<file path="config.mk">
export PLATFORM = sky130hd
export DESIGN_NAME = alu_cmd_ctrl
export DESIGN_NICKNAME = d
export VERILOG_FILES = /design/src/rtl/alu_cmd_ctrl_pkg.sv /design/src/rtl/alu_cmd_ctrl.sv
export SDC_FILE = /design/constraint.sdc
export NUM_CORES = 1
export LEC_CHECK = 0
export CAP_MARGIN = 0
export CELL_PAD_IN_SITES_DETAIL_PLACEMENT = 0
export CELL_PAD_IN_SITES_GLOBAL_PLACEMENT = 2
export CORE_MARGIN = 4
export CORE_UTILIZATION = 39
export CTS_CLUSTER_SIZE = 20
export DETAILED_ROUTE_END_ITERATION = 12
export DONT_BUFFER_PORTS = 1
export PLACE_DENSITY_LB_ADDON = 0.1
export SLEW_MARGIN = 20
export SYNTH_ARGS = -nofsm -noshare
export SYNTH_HDL_FRONTEND = slang
export SYNTH_SLANG_ARGS = --single-unit
export TNS_END_PERCENT = 50
</file>
<file path="constraint.sdc">
create_clock -name clk -period 4.18 [get_ports clk]
set_clock_uncertainty 0.15 [all_clocks]
set_input_delay 0.836 -clock clk [delete_from_list [all_inputs] [get_ports clk]]
set_output_delay 0.836 -clock clk [all_outputs]
set_load 0.02 [all_outputs]
</file>
<file path="src/rtl/alu_cmd_ctrl_pkg.sv">
// ============================================================================
//  Module      : alu_cmd_ctrl_pkg
//  Description : Shared definitions for the ALU command controller: ALU
//                select codes, the MUL opcode and controller state encoding.
//  Revision    : 1.0 - initial release
// ============================================================================
`default_nettype none

package alu_cmd_ctrl_pkg;

    // 3-bit ALU select codes; the ALU decodes the same values.
    localparam logic [2:0] SEL_ADD  = 3'd0;
    localparam logic [2:0] SEL_SUB  = 3'd1;
    localparam logic [2:0] SEL_AND  = 3'd2;
    localparam logic [2:0] SEL_OR   = 3'd3;
    localparam logic [2:0] SEL_XOR  = 3'd4;
    localparam logic [2:0] SEL_SHL  = 3'd5;
    localparam logic [2:0] SEL_SHR  = 3'd6;
    localparam logic [2:0] SEL_PASS = 3'd7;

    // Command opcodes 0-7 map straight onto the ALU select codes.
    localparam logic [3:0] OP_MUL = 4'd8;

    typedef enum logic [1:0] {
        ST_IDLE = 2'd0,
        ST_EXEC = 2'd1,
        ST_MUL  = 2'd2,
        ST_RESP = 2'd3
    } state_t;

    // True for opcodes that drive a single ALU operation.
    function automatic logic is_alu_op(input logic [3:0] op);
        return (op[3] == 1'b0);
    endfunction

endpackage : alu_cmd_ctrl_pkg

`default_nettype wire

</file>
<file path="src/rtl/alu_cmd_ctrl.sv">
// ============================================================================
//  Module      : alu_cmd_ctrl
//  Description : Command-side initiator for an external combinational ALU.
//                Accepts commands over cmd valid/ready, drives the ALU from
//                registered operands, returns results over rsp valid/ready.
//                MUL is a WIDTH-cycle shift-and-add using the ALU's ADD.
//  Ports       : clk, rst                      - clock, sync active-high reset
//                cmd_valid/ready/op/a/b        - command channel
//                alu_a/alu_b/alu_sel           - registered ALU drive
//                alu_out/alu_carry             - ALU result
//                rsp_valid/ready/data/carry/err- response channel
//  Revision    : 1.0 - initial release
// ============================================================================
`default_nettype none

module alu_cmd_ctrl
    import alu_cmd_ctrl_pkg::*;
#(
    parameter int WIDTH = 4
) (
    input  logic             clk,
    input  logic             rst,
    input  logic             cmd_valid,
    output logic             cmd_ready,
    input  logic [3:0]       cmd_op,
    input  logic [WIDTH-1:0] cmd_a,
    input  logic [WIDTH-1:0] cmd_b,
    output logic [WIDTH-1:0] alu_a,
    output logic [WIDTH-1:0] alu_b,
    output logic [2:0]       alu_sel,
    input  logic [WIDTH-1:0] alu_out,
    input  logic             alu_carry,
    output logic             rsp_valid,
    input  logic             rsp_ready,
    output logic [WIDTH-1:0] rsp_data,
    output logic             rsp_carry,
    output logic             rsp_err
);

    localparam int              CNT_W    = $clog2(WIDTH + 1);
    localparam logic [CNT_W-1:0] CNT_LAST = CNT_W'(WIDTH - 1);

    state_t           state;
    state_t           state_nxt;
    logic [WIDTH-1:0] mplier;
    logic             ovf;
    logic             mc_ovf;
    logic [CNT_W-1:0] cnt;
    logic             accept;
    logic             mul_last;
    logic             mul_ovf_step;

    assign accept       = cmd_valid && cmd_ready;
    assign mul_last     = (cnt == CNT_LAST);
    // An add step overflows if the adder carries or the multiplicand has
    // already lost bits off its top end.
    assign mul_ovf_step = mplier[0] & (alu_carry | mc_ovf);

    // ---------------------------------------------------------------- state
    always_ff @(posedge clk) begin
        if (rst) begin
            state <= ST_IDLE;
        end else begin
            state <= state_nxt;
        end
    end

    // ----------------------------------------------------------- next state
    always_comb begin
        state_nxt = state;
        case (state)
            ST_IDLE: begin
                if (accept) begin
                    if (is_alu_op(cmd_op))    state_nxt = ST_EXEC;
                    else if (cmd_op == OP_MUL) state_nxt = ST_MUL;
                    else                       state_nxt = ST_RESP;
                end
            end
            ST_EXEC: state_nxt = ST_RESP;
            ST_MUL:  if (mul_last) state_nxt = ST_RESP;
            ST_RESP: if (rsp_ready) state_nxt = ST_IDLE;
            default: state_nxt = ST_IDLE;
        endcase
    end

    // -------------------------------------------------------------- outputs
    always_comb begin
        cmd_ready = (state == ST_IDLE);
        rsp_valid = (state == ST_RESP);
    end

    // ------------------------------------------------------------- datapath
    // During MUL, alu_a holds the accumulator and alu_b the shifting
    // multiplicand, so the ALU always sees acc + mcand.
    always_ff @(posedge clk) begin
        if (rst) begin
            alu_a     <= '0;
            alu_b     <= '0;
            alu_sel   <= SEL_ADD;
            mplier    <= '0;
            ovf       <= 1'b0;
            mc_ovf    <= 1'b0;
            cnt       <= '0;
            rsp_data  <= '0;
            rsp_carry <= 1'b0;
            rsp_err   <= 1'b0;
        end else begin
            case (state)
                ST_IDLE: begin
                    if (accept) begin
                        if (is_alu_op(cmd_op)) begin
                            alu_a   <= cmd_a;
                            alu_b   <= cmd_b;
                            alu_sel <= cmd_op[2:0];
                        end else if (cmd_op == OP_MUL) begin
                            alu_a   <= '0;
                            alu_b   <= cmd_a;
                            alu_sel <= SEL_ADD;
                            mplier  <= cmd_b;
                            ovf     <= 1'b0;
                            mc_ovf  <= 1'b0;
                            cnt     <= '0;
                        end else begin
                            rsp_data  <= '0;
                            rsp_carry <= 1'b0;
                            rsp_err   <= 1'b1;
                        end
                    end
                end
                ST_EXEC: begin
                    rsp_data  <= alu_out;
                    rsp_carry <= alu_carry;
                    rsp_err   <= 1'b0;
                end
                ST_MUL: begin
                    if (mplier[0]) begin
                        alu_a <= alu_out;
                    end
                    ovf    <= ovf | mul_ovf_step;
                    mc_ovf <= mc_ovf | alu_b[WIDTH-1];
                    alu_b  <= alu_b << 1;
                    mplier <= mplier >> 1;
                    cnt    <= cnt + 1'b1;
                    if (mul_last) begin
                        rsp_data  <= mplier[0] ? alu_out : alu_a;
                        rsp_carry <= ovf | mul_ovf_step;
                        rsp_err   <= 1'b0;
                    end
                end
                default: ; // ST_RESP: response registers held until accepted
            endcase
        end
    end

endmodule : alu_cmd_ctrl

`default_nettype wire
</file>
# == Yosys cells after proc, flatten, opt, wreduce, memory -nomap -nowiden ==
# Index checks and enable logic that the tools add are counted.
# totals
input_bits,21
out_inout_bits,19
reg_bits,28
# classes
n_bitwise,4
n_mux,44
reduce_logical,9
eq_ne,13
add_sub_neg,1
# ops
operator,count
$mux W4,14
$pmux W4 S2,3
$mux W1,12
$mux W3,4
$pmux W4 S3,1
$ne A2 B1 Y1 const B,5
$reduce_and A3 Y1,3
$mux W2,4
$pmux W2 S4,1
$pmux W1 S3,2
$pmux W3 S2,1
$reduce_and A5 Y1,1
$eq A2 B2 Y1 const B,2
$eq A4 B4 Y1 const B,1
$ne A2 B2 Y1 const B,2
$pmux W1 S2,2
$reduce_and A4 Y1,1
$add A3 B1 Y3 const B,1
$eq A3 B2 Y1 const B,1
$ne A3 B2 Y1 const B,1
$or A1 B1 Y1,3
$reduce_bool A3 Y1,1
$eq A2 B1 Y1 const B,1
$logic_not A2 Y1,1
3 further kinds,3

# == Longest topological paths before layout ==
# logic_depth
depth_word,5
mapped_depth,8
depth_no_buf,6

# == Worst setup path before layout ==
# Ideal clock, no wire load.
# synth_path
kind,input-to-reg
from,input port cmd_op[1]
to,register cnt[0]
stages,5
setup_time_ns,0.128
n_path_buf,1
path_slack_ns,1.947
t_arrival_ns,1.955
path_cell_list,or4b_4 a21oi_4 buf_6 mux2i_1 nor2_1
# synth_between
elab_chain_cells,3
# synth_rtl
item,line_no,source
"start, declared",alu_cmd_ctrl.sv:25,"input logic [3:0] cmd_op,"
$eq A4 B4 Y1,alu_cmd_ctrl.sv:115,end else if (cmd_op == OP_MUL) begin
$ne A2 B1 Y1 (no line),n/a,
$reduce_and A4 Y1 (no line),n/a,
"end signal, assigned",alu_cmd_ctrl.sv:143,cnt <= cnt + 1'b1;
"end, declared",alu_cmd_ctrl.sv:48,logic [CNT_W-1:0] cnt;
# No other way between the ends.
# A chain may end at the register's enable or synchronous reset.

# == Worst setup path after layout ==
# layout_path
from,register state[0]
to,register alu_b[1]
# layout_between
elab_chain_cells,4
elab_cells_between_ends,8
# layout_rtl
item,line_no,source
"start, declared",alu_cmd_ctrl.sv:43,state_t state;
"start signal, assigned",alu_cmd_ctrl.sv:64,state <= state_nxt;
$logic_not A2 Y1,"alu_cmd_ctrl.sv:88, alu_cmd_ctrl.sv:108",
$logic_and A1 B1 Y1,alu_cmd_ctrl.sv:53,assign accept = cmd_valid && cmd_ready;
$ne A2 B1 Y1 (no line),n/a,
$reduce_and A3 Y1 (no line),n/a,
"end signal, assigned",alu_cmd_ctrl.sv:113,alu_b <= cmd_b;
"end signal, assigned",alu_cmd_ctrl.sv:117,alu_b <= cmd_a;
"end signal, assigned",alu_cmd_ctrl.sv:141,alu_b <= alu_b << 1;
"end, declared",alu_cmd_ctrl.sv:29,"output logic [WIDTH-1:0] alu_b,"
# Parallel ways exist; a longest one is shown, timed or not.

==> metrics.csv <==
stage;metric;value;unit
outcome;status;completed;
floorplan;core_area;3740;um2
clocking;ctsHoldBuffers;0;
global_routing;grt_pass1_wl;5860;um
synthesis;synth.distinct_cells;32;
clocking;numCtsBuffers;3;
placed_design;io_buffers;0;
global_routing;grt_pass1_vias;1221;
finish;n_antenna_cell;0;
critical_path;endpoint_kind;flop;
floorplan;io-pin-count;40;
sta;hold_violations;0;
finish;fillers;383;
finish;fin_area;1600;um2
global_routing;gr-total-overflow;0;
clocking;htreeDepth;1;
floorplan;initial_core_util;41.3;%
critical_path;slowest_delay;630;ps
detailed_routing;drc;0;
detailed_routing;avgRoutedWirePerCell;16.2;um
clocking;ctsResizeCount;0;
synthesis;synth-main-ff-cell;dfxtp_1;
synthesis;synthesis.nets;197;
finish;layout-drive-gt1-share;8.70;%
clocking;clkSlewWorstSetupHoldPaths;100;ps
global_routing;use_met3;6.25;%
floorplan;die_h;71.0;um
critical_path;cp-start-kind;flop;
synthesis;netlist_instances;168;
clocking;cts.sinks;28;
finish;final_nets;191;
sta;layout_min_cycle_time;2600;ps
critical_path;crit_top_cell;mux2i_1;
synthesis;synth_area_per_cell;9.21;um2
placed_design;place_hpwl;2620;um
placed_design;place_area;1540;um2
global_routing;busiest_layer;met2;
synthesis;synth_area;1550;um2
clocking;postCtsSetupBuffers;0;
synthesis;synthArstFlopShare;0;%
power_and_ir_drop;worst_ir_drop_vdd;0.243;mV
global_routing;antenna_found_initial;0;
critical_path;critical_path_class;flop to flop;
finish;layout_commonest_cell;dfxtp_1;
detailed_routing;drtPass1Iterations;4;
hold_path;hold_path.class;flop to flop;
global_routing;grt_start_max_net_pins;28;
finish;regArea;561;um2
power_and_ir_drop;p_leak;0.591;nW
placed_design;routabilityCongestion;0.765;
sta;relSlewSlack;52.7;%
finish;fin_cells;209;
finish;layout_common_cells;dfxtp_1 (28), nor2_1 (26), mux2i_1 (24);
critical_path;required;4200;ps
critical_path;worst-path-max-fanout;19;
detailed_routing;drt-initial-drc-count;20;
critical_path;crit_path_top_delay_cell;ha_1;
sta;tns;0;ps
critical_path;crit_chain;inv_1 -> ha_1 -> mux2i_1 -> a31oi_2 -> mux2i_1 -> nor2_1;
floorplan;rows;22;
global_routing;use_met1;16.8;%
critical_path;reg2regPathDepth;6;
synthesis;synth-edff-count;0;
clocking;cts_root_buf;clkbuf_8;
floorplan;dieArea;5040;um2
hold_path;hold_path_depth;2;
global_routing;grt_use_total;14.5;%
floorplan;die_w;71.0;um
sta;finalCritPeriodShare;62.1;%
power_and_ir_drop;power_density;653;nW/um2
detailed_routing;vias_per_cell;5.43;
sta;slew_violations;0;
finish;syn2layout_area_growth;3.40;%
critical_path;cp.arrival;2620;ps
sta;worst_pin_slew;710;ps
global_routing;use_met2;24.3;%
clocking;cts_tree;built;
placed_design;placedCellCount;205;
synthesis;ys_seq_area_share;36.2;%
sta;rsz0062_at_grt;false;
run;maxCapViolCount;0;
sta;setup_viol;0;
finish;multi_input_area;908;um2
synthesis;ys_ff_latch;28;
clocking;clk_path_buf_depth;2;
sta;fmax;0.385;GHz
detailed_routing;ant_nets;0;
detailed_routing;wl;3390;um
synthesis;yosys_warnings;0;
detailed_routing;vias;1135;
clocking;clk_latency;270;ps
stage by stage:
stage / utilization [%] / setup WS, ps / power [mW] / hold slack (ps)
after global routing: 42.7 / 1280 / 1.13 / 347
after CTS: 42.7 / 1540 / 1.06 / 327
after detailed placement: 41.2 / 1540 / 0.893 / 303
after floorplan: - / 1950 / 0.833 / 291
after global placement: 41.2 / 1650 / 0.877 / 304
final: 42.7 / 1580 / 1.04 / 322
sequential cells by signal (all words and copies together) (netlist names):
| register | flops |
|---|---|
| alu_a | 4 |
| alu_b | 4 |
| alu_sel | 3 |
| cnt | 3 |
| mc_ovf | 1 |
| mplier | 4 |
| ovf | 1 |
| rsp_carry | 1 |
| rsp_data | 4 |
| rsp_err | 1 |
| state | 2 |
cells in the mapped netlist, types with 2 or more instances:
cell / n / share of area [%]
a211oi_1: 6 / 2.9
a211oi_2: 3 / 2.4
a21oi_1: 11 / 3.6
a22oi_1: 2 / 0.97
buf_2: 2 / 0.65
buf_4: 3 / 1.5
clkbuf_1: 5 / 1.2
dfxtp_1: 28 / 36
ha_1: 8 / 6.5
inv_1: 4 / 0.97
mux2i_1: 24 / 16
nand2_1: 7 / 1.7
nand2b_1: 3 / 1.2
nand3_1: 7 / 2.3
nand4b_1: 3 / 1.7
nor2_1: 26 / 6.3
nor2b_1: 4 / 1.6
o21ai_0: 8 / 2.6
cells by family after synthesis:
| logic type | count (synthesis) | share of synthesized area [%] |
|---|---|---|
| simple gates | 55 | 17.7 |
| compound gates | 37 | 18.3 |
| flops | 28 | 36.2 |
| mux | 25 | 16.3 |
| buf+inv | 15 | 5.02 |
| fa+ha+maj | 8 | 6.47 |
per-layer routing:
layer	part of all wire [%]	vias up	routed length, um
li1	-	581	-
met1	42	523	1420
met2	47	29	1610
met3	10	2	346
met4	0.71	0	24
met5	0	-	0
final cells by class:
cell class,count,area share [%]
clock buffer,4,3.44
inverter,4,0.939
multi-input combinational,125,56.8
sequential,28,35.1
tap,48,3.76
worst paths after layout:
kind                  start         to  slack, ps
hold reg to reg   mplier[3]  mplier[3]        320
setup reg to reg   state[0]   alu_b[1]       1580
hold / removal    mplier[3]  mplier[3]        320
setup / recovery   state[0]   alu_b[1]       1580
critical path, delay by kind of cell, from the launching register on:
| kind | cells | cell delay (ps) |
|---|---|---|
| AND/OR/NAND/NOR | 1 | 60 |
| multiplexers | 2 | 540 |
| flip-flops | 1 | 360 |
| AO/OA/AOI/OAI | 1 | 630 |
| adder cells (fa/ha/maj) | 1 | 630 |
| buffers and inverters | 1 | 130 |
power breakdown:
group | switching, mW | internal, mW | leakage, nW
sequential | 0.107 | 0.330 | 0.228
combinational | 0.253 | 0.186 | 0.334
clock | 0.0843 | 0.0843 | 0.0288
total | 0.444 | 0.600 | 0.591
Power figures use the tool's default switching activity.
